### src/rtl/digital_lock_pkg.sv
// Shared definitions for the digital lock: key count, arbitration state
// encodings and the default debounce length.
package digital_lock_pkg;

    localparam int NUM_KEYS = 4;
    localparam int DEFAULT_DEBOUNCE_CYCLES = 500000;

    typedef enum logic {
        ST_IDLE = 1'b0,
        ST_HELD = 1'b1
    } arb_state_t;

endpackage

### src/rtl/debounce_channel.sv
// One push-button channel: 2-flop synchroniser, polarity normalisation and a
// stable-sample counter that flips the debounced "pressed" level.
module debounce_channel
    import digital_lock_pkg::*;
#(
    parameter int DEBOUNCE_CYCLES = DEFAULT_DEBOUNCE_CYCLES,
    parameter int KEY_ACTIVE_LOW  = 1,
    parameter int COUNTER_WIDTH   = $clog2(DEBOUNCE_CYCLES + 1)
) (
    input  logic clock,
    input  logic reset,
    input  logic key_raw,
    output logic pressed
);

    localparam logic [COUNTER_WIDTH-1:0] COUNT_LAST = COUNTER_WIDTH'(DEBOUNCE_CYCLES - 1);
    localparam logic [COUNTER_WIDTH-1:0] COUNT_MAX  = '1;

    logic                     raw_pressed;
    logic                     sync_q1;
    logic                     sync_q2;
    logic [COUNTER_WIDTH-1:0] count;

    // Normalising before the synchroniser lets every flop reset to 0 = released.
    assign raw_pressed = (KEY_ACTIVE_LOW != 0) ? ~key_raw : key_raw;

    always_ff @(posedge clock or posedge reset) begin
        if (reset) begin
            sync_q1 <= 1'b0;
            sync_q2 <= 1'b0;
            count   <= '0;
            pressed <= 1'b0;
        end else begin
            sync_q1 <= raw_pressed;
            sync_q2 <= sync_q1;
            if (sync_q2 == pressed) begin
                count <= '0;
            end else if (count == COUNT_LAST) begin
                // This sample is the DEBOUNCE_CYCLES-th differing one in a row.
                pressed <= ~pressed;
                count   <= '0;
            end else if (count != COUNT_MAX) begin
                count <= count + COUNTER_WIDTH'(1);
            end
        end
    end

endmodule

### src/rtl/key_input_conditioner.sv
// Debounces four push-buttons and turns them into single one-hot key pulses,
// rejecting chords and suppressing repeats until every key is released.
module key_input_conditioner
    import digital_lock_pkg::*;
#(
    parameter int DEBOUNCE_CYCLES = DEFAULT_DEBOUNCE_CYCLES,
    parameter int KEY_ACTIVE_LOW  = 1,
    parameter int COUNTER_WIDTH   = $clog2(DEBOUNCE_CYCLES + 1)
) (
    input  logic                clock,
    input  logic                reset,
    input  logic [NUM_KEYS-1:0] key_raw,
    output logic [NUM_KEYS-1:0] key,
    output logic                multi_press,
    output logic                key_held,
    output logic                fsm_state
);

    logic [NUM_KEYS-1:0] pressed;
    logic                any_pressed;
    logic                one_pressed;
    arb_state_t          state;
    arb_state_t          state_next;
    logic [NUM_KEYS-1:0] key_next;
    logic                multi_next;

    for (genvar i = 0; i < NUM_KEYS; i++) begin : g_chan
        debounce_channel #(
            .DEBOUNCE_CYCLES(DEBOUNCE_CYCLES),
            .KEY_ACTIVE_LOW (KEY_ACTIVE_LOW),
            .COUNTER_WIDTH  (COUNTER_WIDTH)
        ) u_chan (
            .clock  (clock),
            .reset  (reset),
            .key_raw(key_raw[i]),
            .pressed(pressed[i])
        );
    end

    assign any_pressed = |pressed;
    assign one_pressed = any_pressed && ((pressed & (pressed - NUM_KEYS'(1))) == '0);

    always_comb begin
        state_next = state;
        key_next   = '0;
        multi_next = 1'b0;
        case (state)
            ST_IDLE: begin
                if (any_pressed) begin
                    state_next = ST_HELD;
                    if (one_pressed) begin
                        key_next = pressed;
                    end else begin
                        multi_next = 1'b1;
                    end
                end
            end
            ST_HELD: begin
                // No repeat and no late additions: wait for a full release.
                if (!any_pressed) begin
                    state_next = ST_IDLE;
                end
            end
            default: state_next = ST_IDLE;
        endcase
    end

    always_ff @(posedge clock or posedge reset) begin
        if (reset) begin
            state       <= ST_IDLE;
            key         <= '0;
            multi_press <= 1'b0;
            key_held    <= 1'b0;
        end else begin
            state       <= state_next;
            key         <= key_next;
            multi_press <= multi_next;
            key_held    <= any_pressed;
        end
    end

    assign fsm_state = state;

endmodule
### config.mk
export PLATFORM = sky130hd
export DESIGN_NAME = key_input_conditioner
export DESIGN_NICKNAME = d
export VERILOG_FILES = /design/src/rtl/digital_lock_pkg.sv /design/src/rtl/debounce_channel.sv /design/src/rtl/key_input_conditioner.sv
export SDC_FILE = /design/constraint.sdc
export NUM_CORES = 1
export LEC_CHECK = 0
export ABC_AREA = 1
export CELL_PAD_IN_SITES_DETAIL_PLACEMENT = 0
export CELL_PAD_IN_SITES_GLOBAL_PLACEMENT = 1
export CORE_AREA = 2 2 137 99
export CTS_CLUSTER_DIAMETER = 200
export DETAILED_ROUTE_END_ITERATION = 7
export DIE_AREA = 0 0 139 101
export PLACE_DENSITY = 0.81
export SETUP_SLACK_MARGIN = 0.3
export SYNTH_ARGS = -nofsm -noshare
export SYNTH_HDL_FRONTEND = slang
export SYNTH_HIERARCHICAL = 1
export SYNTH_SLANG_ARGS = --single-unit
### constraint.sdc
create_clock -name clock -period 2.2 [get_ports clock]
set_input_delay 0.33 -clock clock [delete_from_list [all_inputs] [get_ports clock]]
set_output_delay 0.33 -clock clock [all_outputs]
set_load 0.05 [all_outputs]
**Word-level counts from Yosys, hierarchy flattened**

Index checks and enable logic that the tools add are counted.

- Word-level logic and storage cells: 80
- Register bits: 95
- Input bits: 6
- Output and inout bits: 7

- Multiplexer cells: 19
- Reduce and logical (&&, ||, !) cells: 11
- Equality and inequality tests: 12
- $add $sub $neg: 5
- Bitwise gates (word level): 13

Operators by type and width:

| cell | number |
|---|---|
| 19-bit two-way mux | 12 |
| 19-bit by 1-bit adder with 19-bit output, second input constant | 4 |
| 19-bit == test, second input constant | 4 |
| 19-bit != test, second input constant | 4 |
| 4-bit two-way mux | 3 |
| 1-bit NOT | 12 |
| 3-bit nonzero test | 4 |
| 2-bit AND reduction | 4 |
| 4-bit bitwise AND | 1 |
| 1-bit == test | 4 |
| 4-bit logical NOT | 1 |
| 1-bit two-way mux | 4 |
| 4-bit OR reduction | 1 |
| 4-bit by 1-bit subtractor with 4-bit output, second input constant | 1 |
| 1-bit logical AND | 1 |

**Depth between registers and ports, before layout**

- Depth after elaboration: 7
- Depth in mapped cells: 10

**Modules after synthesis**

Netlist, hierarchy kept.

By module, submodules not included:

| module | instances | area each (um^2) | cells an instance |
|---|---|---|---|
| debounce_channel | 4 | 1,371.3 | 189 |
| key_input_conditioner | 1 | 245.2 | 25 |

**Least setup slack after synthesis**

No wires, ideal clock.

- Path type: register to register
- From: register g_chan[0].u_chan.count[0]
- To: register g_chan[0].u_chan.count[13]
- Arrival: 1.427 ns
- Slack: 0.654 ns
- Cell stages (with the launch flop): 10
- Buffers on the path: 1
- Setup time: 0.119 ns
- Cell sequence: dfrtp_1 -> ha_1 -> inv_1 -> nor2_4 -> nand2_4 -> nor2_4 -> nand3_2 -> buf_6 -> a21oi_1 -> nor2_1

- Longest elaborated chain between the ends: 4
- Elaborated cells between the ends (all ways): 7

RTL lines:

| element | RTL line | RTL |
|---|---|---|
| start, declared | debounce_channel.sv:22 | `logic [COUNTER_WIDTH-1:0] count;` |
| start signal, assigned | debounce_channel.sv:43 | `count <= count + COUNTER_WIDTH'(1);` |
| 19-bit by 1-bit adder with 19-bit output | debounce_channel.sv:43 |  |
| 19-bit two-way mux | debounce_channel.sv:42 | `end else if (count != COUNT_MAX) begin` |
| 19-bit two-way mux | debounce_channel.sv:38 | `end else if (count == COUNT_LAST) begin` |
| 19-bit two-way mux | debounce_channel.sv:36 | `if (sync_q2 == pressed) begin` |

Several ways; a longest one is shown, not always the timed one. The select of a mux whose other input is x is not followed.
A chain may end at the register's enable or synchronous reset.

**Worst setup path in the final report**

- From: register key[0]
- To: output port key[0]

RTL lines:

| element | RTL line | RTL |
|---|---|---|
| start, declared | key_input_conditioner.sv:13 | `output logic [NUM_KEYS-1:0] key,` |
| start signal, assigned | key_input_conditioner.sv:76 | `key <= key_next;` |

No word-level cell between the ends.

==> results.yml <==
place:
  place_congestion: 0.939
  dpl_cell_area_um2: 6070
  portBuffers: 12
  pre_cts_slack_ps: 341
  dp_hpwl_mm: 10.2
floorplan:
  fp.dieH_um: 101
  placementRows: 35
  ios: 13
  die_x_um: 139
  initial_utilization_pct: 44.8
  core_area_um2: 12800
  die_area_um2: 14000
sta:
  hold_violations: 0
  rsz0062_at_grt: "true"
  skew_ps: 7.11
  slew_violations: 0
  tightest_slew_ps: 579
  setup_viol: 0
  slew_headroom_pct: 61.5
  layout_setup_ws_ps: 356
  period_needed_ps: 1840
  clock.fmax_ghz: 0.542
  fin_crit_sh_pct: 83.8
  tns_ps: 0
setup_path:
  cpPeakStageDelay_ps: 810
  r2r-start: "g_chan[0].u_chan/count[0]"
  critPathCaptureType: "output port"
  slowest_stage: "clkdlybuf4s50_1"
  ff2ff_path_depth: 8
  r2r_setup_slack_ps: 410
  cp_data_required_time_ps: 1870
  worst-path-buf-inv: 1
  crit_path_start_kind: "flip-flop"
  rr_endpoint: "g_chan[0].u_chan/count[8]"
  critPathCapture: "key[0]"
  crit_arrival_ps: 1510
  worstPathCellList: "clkdlybuf4s50_1"
  crit_fanout: 1
  path_class: "flip-flop to output port"
  path_delay_family: "buffers and inverters"
  crit_start: "key[0]"
  path_depth: 1
global_route:
  gr-total-overflow: 0
  grt_max_degree: 23
  grt_pass1_wl_mm: 23.4
  antenna_found_initial: 0
  grt_pass1_vias: 4754
  grt_usage_pct: 20.6
synthesis:
  yosysWarnings: 6
  syn_nets: 791
  ys_seq_elements: 94
  avgSynthCellArea_um2: 7.34
  postSynthCellCount: 781
  ys_seq_area_share_pct: 41.0
  synth.distinct_cells: 25
  syn_area_um2: 5730
status:
  status: "finished clean"
power:
  powerDensity_nw_per_um2: 554
  power_switching_uw: 838
  leakagePower_uw: 0.00306
  sw_frac_of_total_pct: 23.5
  p_comb_share_pct: 4.2
  power_frac_seq_pct: 50.0
  clock_power_share_pct: 45.8
  ir_drop_mv: 0.496
  p_int_uw: 2720
cells_and_area:
  area_growth_pct: 12.1
  fillers: 1296
  layout_commonest_cell: "nand2_1"
  n_antenna_cell: 0
  drive_gt1_share_pct: 13.8
  nets: 817
  layout_common_cells: "nand2_1 (203), nor2_1 (125), nand3_1 (112)"
  fin_area_um2: 6420
hold_path:
  hold_path_class: "input pin to async pin"
clock_tree:
  cts_tree: "built"
  post-cts-setup-buffer-count: 0
  htreeDepth: 3
  clock-sinks: 94
  clockRootBuffer: "clkbuf_16"
  clkLatencyLatePin_ps: 350
  clock_path_buffers: 2
  cts_inserted_buffers: 9
  cts.clk_slew.worst_paths_ps: 70
routing:
  drtPass1Iterations: 5
  vias: 5133
  wl_mm: 13.6
  drc_errors: 0
  routedWlPerCell_um: 13.9
  drtIter0Drc: 420
  avgViaCountPerCell: 5.25
  ant_nets: 0
run:
  drv_cap: 0
[stage by stage]
step                cells  hold slack, ps  util, %  total power [µW]
finish                978             348     50.2              3560
global route          978             369     50.2              3700
CTS                   978             350     49.8              3620
detailed placement    962             335     47.4              1970
global placement      962             334     47.4              1960
floorplan             781             121        -              1910
[power by group through the flow]
stage | Sequential, µW | Combinational (µW) | Clock (µW)
floorplan | 1810 | 101 | 0
global placement | 1810 | 149 | 0
detailed placement | 1810 | 152 | 0
CTS | 1780 | 152 | 1690
global route | 1780 | 173 | 1740
finish | 1780 | 149 | 1630
[metal layers]
metal  vias up  share of wire (%)  track usage [%]
met1      2393                 51             30.5
met2       147                 43             31.2
met5         -                  0                0
met4         0                1.0             5.21
li1       2577                  -                -
met3        16                5.1             3.85
[Yosys cell counts]
master      n  area [µm²]
inv_2       8        30.0
or2_2       4        25.0
nand2_2     8        50.1
nand3_4     4        70.1
nor2_4     16         180
o21ai_0     8        40.0
xor2_1      4        35.0
nand3_2    16         160
dfrtp_1    94        2350
nor2_2     10        62.6
xor2_2      4        65.1
inv_1      85         319
buf_6       4        45.0
a31oi_1     4        25.0
nand3_1   112         561
nand2_4     4        45.0
nand4_1    32         200
nor2_1    129         484
nand2_1   206         773
buf_4       1        7.51
nor3_1     12        60.1
ha_1        4        50.1
nand3b_1    4        30.0
a21oi_1     4        20.0
nor3_2      4        40.0
[sequential cells by signal (all words and copies together), names as in the netlist]
name,count
g_chan.u_chan/count,76
g_chan.u_chan/pressed,4
g_chan.u_chan/sync_q1,4
g_chan.u_chan/sync_q2,4
key,4
key_held,1
multi_press,1
[what timing repair did]
item	in CTS	in global routing
endpoints found under the setup margin	2	63
resized for setup	2	14
gates cloned	0	0
hold buffers	0	0
pin swaps	0	0
[final cells by class]
| type | count | area (µm²) | share of cell area, % |
|---|---|---|---|
| multi-input cells | 589 | 3030 | 47.1 |
| flip-flops and latches | 94 | 2350 | 36.6 |
| inverters | 93 | 349 | 5.43 |
| clock buffers | 10 | 239 | 3.72 |
| well taps | 166 | 208 | 3.23 |
| repair buffers | 20 | 178 | 2.77 |
| clock inverters | 6 | 68.8 | 1.07 |
[cells by family (layout without fill, tap and decap cells)]
logic type	Yosys count	after routing	share of synthesized area (%)
xor+xnor	8	8	1.75
flops	94	94	41.0
simple gates	561	561	47.8
buf+inv	98	129	7.01
fa+ha+maj	4	4	0.873
compound gates	16	16	1.48
[worst min path at each step]
stage	start	end	slack, ps	depth (start not counted)
6_report	reset	key[1]	350	2
5_1_grt	g_chan[2].u_chan/sync_q1	g_chan[2].u_chan/sync_q2	370	0
4_1_cts	g_chan[0].u_chan/sync_q1	g_chan[0].u_chan/sync_q2	350	0
3_5_place_dp	g_chan[0].u_chan/sync_q1	g_chan[0].u_chan/sync_q2	330	0
3_3_place_gp	g_chan[0].u_chan/sync_q1	g_chan[0].u_chan/sync_q2	330	0
2_1_floorplan	reset	key[0]	120	1
Power figures use the tool's default switching activity.
